**config.mk**
```make
export PLATFORM = sky130hd
export DESIGN_NAME = vdp_vcnt_ctrl_flat
export DESIGN_NICKNAME = d
export VERILOG_FILES = /design/src/rtl/vdp_vcnt_ctrl_if.sv /design/src/rtl/vdp_vcnt_ctrl.sv /design/src/flat_wrapper.sv
export SDC_FILE = /design/constraint.sdc
export NUM_CORES = 1
export LEC_CHECK = 0
export BUFFER_PORTS_ARGS = -buffer_cell sky130_fd_sc_hd__buf_2
export CAP_MARGIN = 25
export CORE_UTILIZATION = 35
export DETAILED_ROUTE_END_ITERATION = 7
export PLACE_DENSITY = 0.64
export SLEW_MARGIN = 10
export SYNTH_ARGS = -nofsm -noshare
export SYNTH_HDL_FRONTEND = slang
export SYNTH_SLANG_ARGS = --single-unit
```
**constraint.sdc**
```tcl
create_clock -name MCLK -period 5.6 [get_ports MCLK]
set_input_delay 1.68 -clock MCLK [delete_from_list [all_inputs] [get_ports MCLK]]
set_output_delay 1.68 -clock MCLK [all_outputs]
set_load 0.02 [all_outputs]
```
**src/rtl/vdp_vcnt_ctrl_if.sv**
```systemverilog
// Vertical counter controller bus: line strobe and mode inputs in, counter and
// frame timing flags out. The master drives the inputs and the slave is the controller.
interface vdp_vcnt_ctrl_if;
  logic       HEND;
  logic       PAL;
  logic       M5;
  logic       V30;
  logic       LS0;
  logic       VINT_ACK;
  logic [8:0] VCNT;
  logic       ODD_EVEN;
  logic       VBLANK;
  logic       VSYNC;
  logic       VINT_PEND;
  logic       FRAME_END;

  modport master (
    output HEND, PAL, M5, V30, LS0, VINT_ACK,
    input  VCNT, ODD_EVEN, VBLANK, VSYNC, VINT_PEND, FRAME_END
  );

  modport slave (
    input  HEND, PAL, M5, V30, LS0, VINT_ACK,
    output VCNT, ODD_EVEN, VBLANK, VSYNC, VINT_PEND, FRAME_END
  );
endinterface

```
**src/rtl/vdp_vcnt_ctrl.sv**
```systemverilog
// VDP vertical line counter with blanking, sync, interrupt and interlace field control.
// Optional macro VDP_VCNT_V30_EN builds the PAL mode 5 240-line timing.
module vdp_vcnt_ctrl #(
  parameter int VSYNC_LINES = 3
) (
  input  logic            MCLK,
  input  logic            RES_n,
  vdp_vcnt_ctrl_if.slave  bus
);

  typedef enum logic [1:0] {ACTIVE, BOTTOM, TOP} state_e;

  localparam logic [3:0] VS_INIT = 4'(VSYNC_LINES);

  state_e     state_q, state_d;
  logic [8:0] vcnt_q, vcnt_d;
  logic [8:0] src, tgt, height;
  logic       pal_q, m5_q, ls0_q, first_q;
  logic       odd_q, vblank_q, vsync_q, vint_q, fend_q;
  logic [3:0] vs_cnt_q;
  logic       wrap, jump, vb_rise, vb_fall, latch;

`ifdef VDP_VCNT_V30_EN
  logic v30_q;
`else
  logic unused_v30;
  assign unused_v30 = bus.V30;
`endif

  // Jump points and active height come only from the modes latched at frame start.
  always_comb begin
    height = 9'h0C0;
    src    = 9'h0DA;
    tgt    = 9'h1D5;
    if (!pal_q && m5_q) begin
      height = 9'h0E0;
      src    = 9'h0EA;
      tgt    = 9'h1E5;
    end else if (pal_q && !m5_q) begin
      src    = 9'h0F2;
      tgt    = 9'h1BA;
    end else if (pal_q && m5_q) begin
      height = 9'h0E0;
      src    = 9'h102;
      tgt    = 9'h1CA;
`ifdef VDP_VCNT_V30_EN
      if (v30_q) begin
        height = 9'h0F0;
        src    = 9'h10A;
        tgt    = 9'h1D2;
      end
`endif
    end
    if (ls0_q && odd_q) tgt = tgt - 9'd1;
  end

  assign wrap  = (vcnt_q == 9'h1FF);
  assign jump  = (vcnt_q == src);
  assign latch = bus.HEND && (first_q || wrap);

  always_comb begin
    vcnt_d  = vcnt_q;
    state_d = state_q;
    if (bus.HEND) begin
      vcnt_d = jump ? tgt : vcnt_q + 9'd1;
      case (state_q)
        ACTIVE:  if (vcnt_d == height) state_d = BOTTOM;
        BOTTOM:  if (jump)             state_d = TOP;
        TOP:     if (wrap)             state_d = ACTIVE;
        default:                       state_d = ACTIVE;
      endcase
    end
  end

  assign vb_rise = (state_q == ACTIVE) && (state_d == BOTTOM);
  assign vb_fall = (state_q == TOP)    && (state_d == ACTIVE);

  always_ff @(posedge MCLK or negedge RES_n) begin
    if (!RES_n) begin
      state_q  <= ACTIVE;
      vcnt_q   <= '0;
      pal_q    <= 1'b0;
      m5_q     <= 1'b0;
      ls0_q    <= 1'b0;
      first_q  <= 1'b1;
      odd_q    <= 1'b0;
      vblank_q <= 1'b0;
      vsync_q  <= 1'b0;
      vs_cnt_q <= '0;
      vint_q   <= 1'b0;
      fend_q   <= 1'b0;
`ifdef VDP_VCNT_V30_EN
      v30_q    <= 1'b0;
`endif
    end else begin
      state_q <= state_d;
      vcnt_q  <= vcnt_d;
      fend_q  <= bus.HEND && wrap;
      if (latch) begin
        first_q <= 1'b0;
        pal_q   <= bus.PAL;
        m5_q    <= bus.M5;
        ls0_q   <= bus.LS0;
`ifdef VDP_VCNT_V30_EN
        v30_q   <= bus.V30;
`endif
      end
      // Field flag follows the interlace setting chosen for the frame being entered.
      if (bus.HEND && wrap) odd_q <= bus.LS0 ? ~odd_q : 1'b0;
      if (vb_rise)      vblank_q <= 1'b1;
      else if (vb_fall) vblank_q <= 1'b0;
      if (vb_rise)           vint_q <= 1'b1;
      else if (bus.VINT_ACK) vint_q <= 1'b0;
      if (bus.HEND) begin
        if (jump) begin
          vsync_q  <= 1'b1;
          vs_cnt_q <= VS_INIT;
        end else if (vsync_q) begin
          vs_cnt_q <= vs_cnt_q - 4'd1;
          if (vs_cnt_q == 4'd1) vsync_q <= 1'b0;
        end
      end
    end
  end

  assign bus.VCNT      = vcnt_q;
  assign bus.ODD_EVEN  = odd_q;
  assign bus.VBLANK    = vblank_q;
  assign bus.VSYNC     = vsync_q;
  assign bus.VINT_PEND = vint_q;
  assign bus.FRAME_END = fend_q;

endmodule

```
**src/flat_wrapper.sv**
```systemverilog
// flat-port wrapper written by rule: the top's interface ports become plain ports
module vdp_vcnt_ctrl_flat 
#(
  parameter int VSYNC_LINES = 3
)
  (MCLK, RES_n, bus_HEND, bus_PAL, bus_M5, bus_V30, bus_LS0, bus_VINT_ACK, bus_VCNT, bus_ODD_EVEN, bus_VBLANK, bus_VSYNC, bus_VINT_PEND, bus_FRAME_END);
  vdp_vcnt_ctrl_if bus_i ();
  input  logic MCLK;
  input  logic RES_n;
  input wire logic [$bits(bus_i.HEND)-1:0] bus_HEND;
  input wire logic [$bits(bus_i.PAL)-1:0] bus_PAL;
  input wire logic [$bits(bus_i.M5)-1:0] bus_M5;
  input wire logic [$bits(bus_i.V30)-1:0] bus_V30;
  input wire logic [$bits(bus_i.LS0)-1:0] bus_LS0;
  input wire logic [$bits(bus_i.VINT_ACK)-1:0] bus_VINT_ACK;
  output wire logic [$bits(bus_i.VCNT)-1:0] bus_VCNT;
  output wire logic [$bits(bus_i.ODD_EVEN)-1:0] bus_ODD_EVEN;
  output wire logic [$bits(bus_i.VBLANK)-1:0] bus_VBLANK;
  output wire logic [$bits(bus_i.VSYNC)-1:0] bus_VSYNC;
  output wire logic [$bits(bus_i.VINT_PEND)-1:0] bus_VINT_PEND;
  output wire logic [$bits(bus_i.FRAME_END)-1:0] bus_FRAME_END;
  assign bus_i.HEND = bus_HEND;
  assign bus_i.PAL = bus_PAL;
  assign bus_i.M5 = bus_M5;
  assign bus_i.V30 = bus_V30;
  assign bus_i.LS0 = bus_LS0;
  assign bus_i.VINT_ACK = bus_VINT_ACK;
  assign bus_VCNT = bus_i.VCNT;
  assign bus_ODD_EVEN = bus_i.ODD_EVEN;
  assign bus_VBLANK = bus_i.VBLANK;
  assign bus_VSYNC = bus_i.VSYNC;
  assign bus_VINT_PEND = bus_i.VINT_PEND;
  assign bus_FRAME_END = bus_i.FRAME_END;
  vdp_vcnt_ctrl #(.VSYNC_LINES(VSYNC_LINES)) u_core (.MCLK(MCLK), .RES_n(RES_n), .bus(bus_i));
endmodule
```
==> results.json <==
{
  "netlist_area_mm2": 0.00158,
  "crit_slowest_cell": "a21oi_1",
  "wl_per_cell_um": 13.5,
  "synth_ff_type": "dfrtp_1",
  "slew_viol_final": 0,
  "hp-class": "reg -> reg",
  "clockBufferDepth": 2,
  "cts_resized": 0,
  "coreArea_mm2": 0.00435,
  "dp_hpwl_mm": 2.37,
  "synth_top_area_frac": 0.363,
  "antenna_found_initial": 0,
  "grt_pass1_vias": 1186,
  "start_util": 0.364,
  "hold_violations": 0,
  "crit_family": "compound AO/OA/AOI/OAI gates",
  "nets": 208,
  "hold_slack_ns": 0.488,
  "postCtsSetupBuffers": 0,
  "insertion_delay_ns": 0.27,
  "portBuffers": 20,
  "antenna_cells": 0,
  "crit_path_end_kind": "flop",
  "drive_gt1_frac": 0.177,
  "tritoncts": "built",
  "ioPinCount": 22,
  "critPathBufInv": 2,
  "grt_pass1_wl_mm": 5.60,
  "ys_seq_area_frac": 0.380,
  "vias": 1261,
  "worstMarginPinSlew_ns": 0.560,
  "drc": 0,
  "grt-ovfl-total": 0,
  "rsz0062_at_grt": "no",
  "cts_max_level": 1,
  "setup_viol": 0,
  "yosysUniqueCellTypes": 48,
  "yosysMostFrequentCell": "dfrtp_1",
  "cts_buffers": 3,
  "synth-async-reset-ratio": 1.00,
  "ys_ff_latch": 24,
  "period_needed_ns": 2.90,
  "max_clock_freq_mhz": 345,
  "setup_tns_ns": 0,
  "fp.dieH_um": 69.3,
  "crit_chain": "buf_2, clkinv_1, a21oi_1, o311ai_1, o21ai_0",
  "status": "completed",
  "worst_clock_skew_ns": 0.00416,
  "place.gp.congestion": 0.816,
  "drv_cap": 0,
  "ant_nets": 0,
  "synth.area.top_cells": "dfrtp_1, ha_1, o21ai_0",
  "fin_crit_sh": 0.518,
  "drtIter0Drc": 71,
  "power_leakage_nw": 0.809,
  "fp-row-count": 24,
  "fp.dieW_um": 69.3,
  "die-area_mm2": 0.00480,
  "yosysWarnings": 0,
  "power_density_mw_per_mm2": 352,
  "worstSetupStartpointType": "primary input",
  "path_class": "in -> reg",
  "syn_area_per_cell_um2": 9.32,
  "synth_commonest_cells": "dfrtp_1, inv_1, nand2_1, o21ai_0, ha_1",
  "yosysTopAreaCell": "dfrtp_1",
  "firstDrtPassIters": 4,
  "syn2layout_area_growth_pct": 9.40,
  "clkTransAtPathRegs_ns": 0.09,
  "syn-num-nets": 191,
  "maxSlewHeadroom": 0.627,
  "ir_drop_uv": 109,
  "path_max_fanout": 20,
  "cts_sinks": 24,
  "grt.total_usage": 0.143,
  "synth_cells": 170,
  "wl_mm": 3.21,
  "hold_buffers": 0,
  "clockRootBuffer": "clkbuf_8",
  "cp.arrival_ns": 3.10,
  "required_ns": 5.79,
  "cpPeakStageDelay_ns": 0.40,
  "synth_edf_count": 0,
  "via_per_inst": 5.30,
  "grt_max_degree": 25
}
-- cell usage in the layout (no fill, tap or decap), types with 3 or more instances in the layout --
master / instances
a21oi_1: 11
buf_2: 20
clkbuf_8: 3
dfrtp_1: 23
ha_1: 13
inv_1: 15
mux2_2: 4
mux2i_1: 4
nand2_1: 15
nand3_1: 4
nand4_1: 3
nor2_1: 10
o21ai_0: 15
xnor2_1: 4
xor2_1: 4
-- cells by family (layout without fill, tap and decap cells) --
kind of cell | after synthesis | after routing | synth area share
buf+inv | 24 | 40 | 0.0766
fa+ha+maj | 13 | 13 | 0.103
mux | 8 | 8 | 0.0537
xor+xnor | 8 | 8 | 0.0442
flops | 24 | 24 | 0.380
simple gates | 47 | 47 | 0.155
compound gates | 46 | 46 | 0.188
-- final cells by class --
| cell class | count | area (µm²) |
|---|---|---|
| fillers | 448 | 2620 |
| multi-input cells | 122 | 861 |
| flip-flops and latches | 24 | 602 |
| repair buffers | 20 | 100 |
| well taps | 52 | 65.1 |
| inverters | 16 | 60.1 |
| clock buffers | 4 | 45.0 |
-- per-stage QoR --
stage / instances / power (mW) / area (µm²) / worst slack [ns] / util
6_report: 238 / 0.611 / 1730 / 2.70 / 0.398
2_1_floorplan: 170 / 0.457 / 1580 / 3.14 / -
3_5_place_dp: 234 / 0.508 / 1690 / 2.40 / 0.388
4_1_cts: 238 / 0.617 / 1730 / 2.70 / 0.398
3_3_place_gp: 234 / 0.506 / 1690 / 2.37 / 0.388
5_1_grt: 238 / 0.661 / 1730 / 2.50 / 0.398
-- sequential cells by signal (all words and copies together) (netlist names) --
| register | flops |
|---|---|
| u_core.first_q | 1 |
| u_core.pal_q | 1 |
| u_core.bus.ODD_EVEN | 1 |
| u_core.bus.VINT_PEND | 1 |
| u_core.bus.VSYNC | 1 |
| u_core.ls0_q | 1 |
| u_core.m5_q | 1 |
| u_core.bus.VCNT | 9 |
| u_core.vs_cnt_q | 4 |
| u_core.state_q | 2 |
| u_core.bus.VBLANK | 1 |
| u_core.bus.FRAME_END | 1 |
-- power breakdown --
group	leakage, nW	internal [mW]	switching (mW)	total, mW
Clock	0.0228	0.0509	0.0551	0.106
Combinational	0.486	0.0922	0.125	0.217
Sequential	0.300	0.215	0.0732	0.288
-- metal layers --
metal,routed length [µm],global-route usage
met5,0,0
met4,40,0.0544
met1,1640,0.208
met2,1380,0.210
met3,147,0.0247
-- path summary, 6_finish.rpt --
kind                               startpoint              endpoint  slack (ns)  depth (start not counted)
max                                  bus_HEND  u_core.bus.VINT_PEND        2.70                          5
min                            u_core.first_q        u_core.first_q        0.49                          1
max reg2reg                u_core.bus.VCNT[1]  u_core.bus.VINT_PEND        2.83                         11
min reg2reg                    u_core.first_q        u_core.first_q        0.49                          1
max in group asynchronous               RES_n        u_core.first_q        3.83                          1
min in group asynchronous               RES_n    u_core.bus.VCNT[5]        1.39                          1
No activity file was read; power rests on OpenSTA's default activity.
